File: src/rtl/pulse_sched_pkg.sv
// Shared types and default timing constants for the pulse LED scheduler.
package pulse_sched_pkg;

    typedef enum logic [1:0] {
        IDLE  = 2'd0,
        DELAY = 2'd1,
        ON    = 2'd2
    } state_t;

    // One second at the 100 MHz system clock.
    localparam int unsigned DELAY_1S = 100_000_000;
    localparam int unsigned ON_1S    = 100_000_000;

endpackage

File: src/rtl/rr_arbiter.sv
// Combinational round-robin arbiter: search starts one past ptr and wraps.
module rr_arbiter #(
    parameter int unsigned N = 2,
    parameter int unsigned W = $clog2(N)
) (
    input  logic [N-1:0] req,
    input  logic [W-1:0] ptr,
    output logic         grant_valid,
    output logic [W-1:0] grant_idx
);

    // First requester found after ptr, in circular order, wins.
    always_comb begin
        int unsigned idx;
        grant_valid = 1'b0;
        grant_idx   = '0;
        idx         = 0;
        for (int unsigned off = 1; off <= N; off++) begin
            idx = (int'(ptr) + off) % N;
            if (!grant_valid && req[idx]) begin
                grant_valid = 1'b1;
                grant_idx   = W'(idx);
            end
        end
    end

endmodule

File: src/rtl/pulse_led_scheduler.sv
// Queues per-channel event strobes and plays them out one at a time on a
// shared LED: a delay window followed by an on window per event.
module pulse_led_scheduler
    import pulse_sched_pkg::*;
#(
    parameter int unsigned N_CH         = 2,
    parameter int unsigned PEND_W       = 8,
    parameter int unsigned CNT_W        = 32,
    parameter int unsigned DELAY_CYCLES = DELAY_1S,
    parameter int unsigned ON_CYCLES    = ON_1S,
    localparam int unsigned CH_W        = $clog2(N_CH)
) (
    input  logic            clk,
    input  logic            rst,
    input  logic [N_CH-1:0] req,
    output logic            led,
    output logic [CH_W-1:0] active_ch,
    output logic            busy,
    output logic [N_CH-1:0] overflow
);

    localparam logic [PEND_W-1:0] PEND_MAX = {PEND_W{1'b1}};
    localparam logic [CNT_W-1:0]  DELAY_LAST = CNT_W'(DELAY_CYCLES - 1);
    localparam logic [CNT_W-1:0]  ON_LAST    = CNT_W'(ON_CYCLES - 1);

    state_t            state_q, state_d;
    logic [CNT_W-1:0]  timer_q, timer_d;
    logic              led_d, busy_d;
    logic [CH_W-1:0]   active_d;
    logic [CH_W-1:0]   ptr_q;
    logic [PEND_W-1:0] pend_q [N_CH];
    logic [PEND_W-1:0] pend_d [N_CH];
    logic [N_CH-1:0]   ovf_d;
    logic [N_CH-1:0]   pend_nz;
    logic [N_CH-1:0]   grant_vec;
    logic              grant_en;
    logic              arb_valid;
    logic [CH_W-1:0]   arb_idx;

    // Channels with at least one queued event are eligible for arbitration.
    always_comb begin
        for (int i = 0; i < N_CH; i++) begin
            pend_nz[i] = (pend_q[i] != '0);
        end
    end

    rr_arbiter #(
        .N (N_CH),
        .W (CH_W)
    ) u_arb (
        .req         (pend_nz),
        .ptr         (ptr_q),
        .grant_valid (arb_valid),
        .grant_idx   (arb_idx)
    );

    // Next-state and registered-output values for the serve sequence.
    always_comb begin
        state_d  = state_q;
        timer_d  = timer_q;
        led_d    = led;
        busy_d   = busy;
        active_d = active_ch;
        grant_en = 1'b0;
        case (state_q)
            IDLE: begin
                if (arb_valid) begin
                    grant_en = 1'b1;
                    state_d  = DELAY;
                    timer_d  = '0;
                    active_d = arb_idx;
                    busy_d   = 1'b1;
                end
            end
            DELAY: begin
                if (timer_q == DELAY_LAST) begin
                    state_d = ON;
                    timer_d = '0;
                    led_d   = 1'b1;
                end else begin
                    timer_d = timer_q + CNT_W'(1);
                end
            end
            ON: begin
                if (timer_q == ON_LAST) begin
                    state_d = IDLE;
                    timer_d = '0;
                    led_d   = 1'b0;
                    busy_d  = 1'b0;
                end else begin
                    timer_d = timer_q + CNT_W'(1);
                end
            end
            default: begin
                state_d = IDLE;
                timer_d = '0;
                led_d   = 1'b0;
                busy_d  = 1'b0;
            end
        endcase
    end

    // One-hot view of the channel granted on this edge.
    always_comb begin
        grant_vec = '0;
        if (grant_en) begin
            grant_vec = N_CH'(1) << arb_idx;
        end
    end

    // Saturating pending counters; a strobe that cannot be counted is flagged.
    always_comb begin
        for (int i = 0; i < N_CH; i++) begin
            pend_d[i] = pend_q[i];
            ovf_d[i]  = overflow[i];
            if (req[i] && !grant_vec[i]) begin
                if (pend_q[i] == PEND_MAX) begin
                    ovf_d[i] = 1'b1;
                end else begin
                    pend_d[i] = pend_q[i] + PEND_W'(1);
                end
            end else if (!req[i] && grant_vec[i]) begin
                pend_d[i] = pend_q[i] - PEND_W'(1);
            end
        end
    end

    // State, timer, outputs, queue and pointer registers.
    always_ff @(posedge clk) begin
        if (rst) begin
            state_q   <= IDLE;
            timer_q   <= '0;
            led       <= 1'b0;
            busy      <= 1'b0;
            active_ch <= '0;
            ptr_q     <= CH_W'(N_CH - 1);
            overflow  <= '0;
            for (int i = 0; i < N_CH; i++) begin
                pend_q[i] <= '0;
            end
        end else begin
            state_q   <= state_d;
            timer_q   <= timer_d;
            led       <= led_d;
            busy      <= busy_d;
            active_ch <= active_d;
            overflow  <= ovf_d;
            if (grant_en) begin
                ptr_q <= arb_idx;
            end
            for (int i = 0; i < N_CH; i++) begin
                pend_q[i] <= pend_d[i];
            end
        end
    end

endmodule

File: config.mk
export PLATFORM = sky130hd
export DESIGN_NAME = pulse_led_scheduler
export DESIGN_NICKNAME = d
export VERILOG_FILES = /design/src/rtl/pulse_sched_pkg.sv /design/src/rtl/rr_arbiter.sv /design/src/rtl/pulse_led_scheduler.sv
export SDC_FILE = /design/constraint.sdc
export NUM_CORES = 1
export LEC_CHECK = 0
export ABC_AREA = 1
export CORE_UTILIZATION = 65
export DETAILED_ROUTE_END_ITERATION = 12
export PLACE_DENSITY = 0.82
export RECOVER_POWER = 100
export SYNTH_ARGS = -nofsm -noshare
export SYNTH_HDL_FRONTEND = slang
export SYNTH_SLANG_ARGS = --single-unit
File: constraint.sdc
create_clock -name clk -period 7.3 [get_ports clk]
set_clock_uncertainty 0.15 [all_clocks]
set_input_delay 2.19 -clock clk [delete_from_list [all_inputs] [get_ports clk]]
set_output_delay 2.19 -clock clk [all_outputs]
set_load 0.005 [all_outputs]
==> flow_summary.toml <==
[floorplan]
start_util_pct = 68.5
placementRows = 26
boundaryPins = 9
die_area_sq_um = 5750
core_area_sq_um = 5170
fp.dieW_um = 75.8
dieHeight_um = 75.8

[layout]
multi_input_comb_area_sq_um = 2080
register_area_sq_um = 1120
final_common_cell = "nand2_1"
layoutNonFillerInstCount = 564
final_cell_mix = "nand2_1, nor2_1, dfxtp_1, inv_1, a21oi_1"
diodes = 0
num-fill-cells = 427
nNetsFinal = 516
area_growth_pct = 3.67
drive_above_1_share_pct = 10.3

[placement]
gp_congestion = 0.857
dp_hpwl_um = 5190
io_buffers = 8
dp_cells = 556

[timing]
timing.final.crit_period_ns = 4.82
worst_slew_pin_slew_ns = 1.17
finalSetupViolCount = 0
rsz0062_at_grt = "no"
finalSetupTns_ns = 0
relSlewSlack_pct = 21.7
clock.fmax_mhz = 207
finalHoldViolCount = 0
fin_crit_sh_pct = 66.0
maxSlewViolCount = 0

[clock_tree]
cts_tree = "yes"
clk_pin_slew_ns = 0.10
htree_levels = 2
cts.sinks = 56
cts-buffers-inserted = 5
cts_max_path_buffers = 2
insertion_delay_ns = 0.32
cts_resized = 0
clockRootBuffer = "clkbuf_8"
cts_hold_buf = 0
post_cts_buffers = 0

[grt]
grt_start_max_net_pins = 28
gr-total-overflow = 0
grt_first_pass_wirelength_um = 12100
grt_use_total_pct = 27.6
grt_pass1_vias = 2828
antenna_found_initial = 0

[synth]
synth_area_sq_um = 3540
syn_area_per_cell_sq_um = 7.29
ys_ff_latch = 56
synth_seq_area_share_pct = 31.6
synth.distinct_cells = 41
syn_inst = 486
yosys_warnings = 0
syn_nets = 509

[route]
vias = 3168
drc = 0
wl_per_cell_um = 12.8
drt_iter0_drc = 193
ant_nets = 0
drt_wl_total_um = 7210
vias_per_cell = 5.62
first_pass_iters = 6

[setup_path]
cpLargestDelayFamily = "buffers and inverters"
path_cells = "dlygate4sd3_1 > inv_1 > nand2_1 > clkinvlp_2 > and3_1"
end_kind = "register"
ff2ff_setup_slack_ns = 3.97
cp_max_fo = 27
critical-path-slowest-cell = "nand2_1"
r2r-end = "timer_q[7]"
path_buf_inv = 3
crit_arrival_ns = 4.89
cp.required_ns = 7.37
r2r-start = "timer_q[0]"
path_class = "primary input to register"
worst_setup_path_start_kind = "primary input"
max_stage_delay_ns = 0.98
reg2regPathDepth = 13
cp-startpoint = "rst"

[flow_run]
maxCapViolations = 0

[run_status]
status = "completed"

[hold_path]
min_path_type = "register to register"
min_from = "active_ch"
min_to = "active_ch"
hold_depth = 2

[power_and_ir_drop]
p_leak_nw = 1.44
ir_drop_mv = 0.326
power.density_nw_per_um2 = 356
-- worst max-delay path by stage --
stage	to	slack (ns)	cells past startpoint
final	timer_q[7]	2.48	5
after global routing	timer_q[7]	2.18	5
after CTS	pend_q[0][7]	3.09	12
after detailed placement	pend_q[0][15]	2.78	13
after global placement	pend_q[0][7]	2.85	12
after floorplan	pend_q[0][7]	3.56	11
-- sequential cells by signal (all words and copies together), names as in the netlist --
signal / count
timer_q: 32
pend_q: 16
overflow: 2
state_q: 2
active_ch: 1
busy: 1
led: 1
ptr_q: 1
-- worst min-delay path, stage by stage, from the launching register on --
cell and delay, ns:
dfxtp_1 0.32, nand2_1 0.06, a21oi_1 0.05
-- Yosys cell counts (all sizes together) --
master	n	area, sq um
a21o	1	7.51
nand3b	2	15.0
nand3	19	123
and3	1	6.26
ha	17	213
xor2	15	131
nor2	83	367
mux2i	1	10.0
dfxtp	56	1120
nand4	20	125
a21oi	32	164
or3	1	6.26
nor3	28	165
buf	6	67.6
fa	2	40.0
inv	53	201
xnor2	4	35.0
clkbuf	2	7.51
o21ai	28	151
nand2	98	429
a211oi	2	25.0
nor3b	6	70.1
a31oi	5	31.3
o21a	4	30.0
-- final cells by class --
type | instances | share of cell area (%)
Tap cell | 70 | 2.39
Sequential cell | 56 | 30.5
Clock buffer | 6 | 1.98
Timing Repair Buffer | 8 | 2.18
Multi-Input combinational cell | 369 | 56.5
Clock inverter | 2 | 0.954
Inverter | 53 | 5.45
-- cell families (layout without fill, tap and decap cells) --
group	after synthesis	count (layout)	synth area share, %
adders and majority gates	19	19	7.14
buffers and inverters	61	69	7.81
and+or+nand+nor	258	258	36.9
AOI/OAI and AO/OA	72	72	11.6
DFF	56	56	31.6
muxes	1	1	0.283
xor gates and xnor gates	19	19	4.70
-- routing by layer --
layer  track usage [%]  up-vias  routed length [um]
met5                 0        -                   0
met1              35.3     1459                3390
met3              5.29        8                 285
met2              47.4       77                3460
met4              7.61        0                  76
li1                  -     1624                   -
-- power breakdown --
| part | internal (mW) | switching (mW) |
|---|---|---|
| Clock | 0.102 | 0.106 |
| Combinational | 0.253 | 0.428 |
| Sequential | 0.362 | 0.0563 |
-- per-stage QoR --
step / hold slack, ns / power, mW / util, % / area, sq um / setup slack [ns]
after floorplan: 0.291 / 1.02 / - / 3540 / 3.56
after global placement: 0.295 / 1.10 / 70.3 / 3630 / 2.85
after detailed placement: 0.307 / 1.12 / 70.3 / 3630 / 2.78
after CTS: 0.324 / 1.33 / 72.4 / 3740 / 3.09
after global routing: 0.350 / 1.43 / 71.0 / 3670 / 2.18
final: 0.319 / 1.31 / 71.0 / 3670 / 2.48
Power figures use the tool's default switching activity.
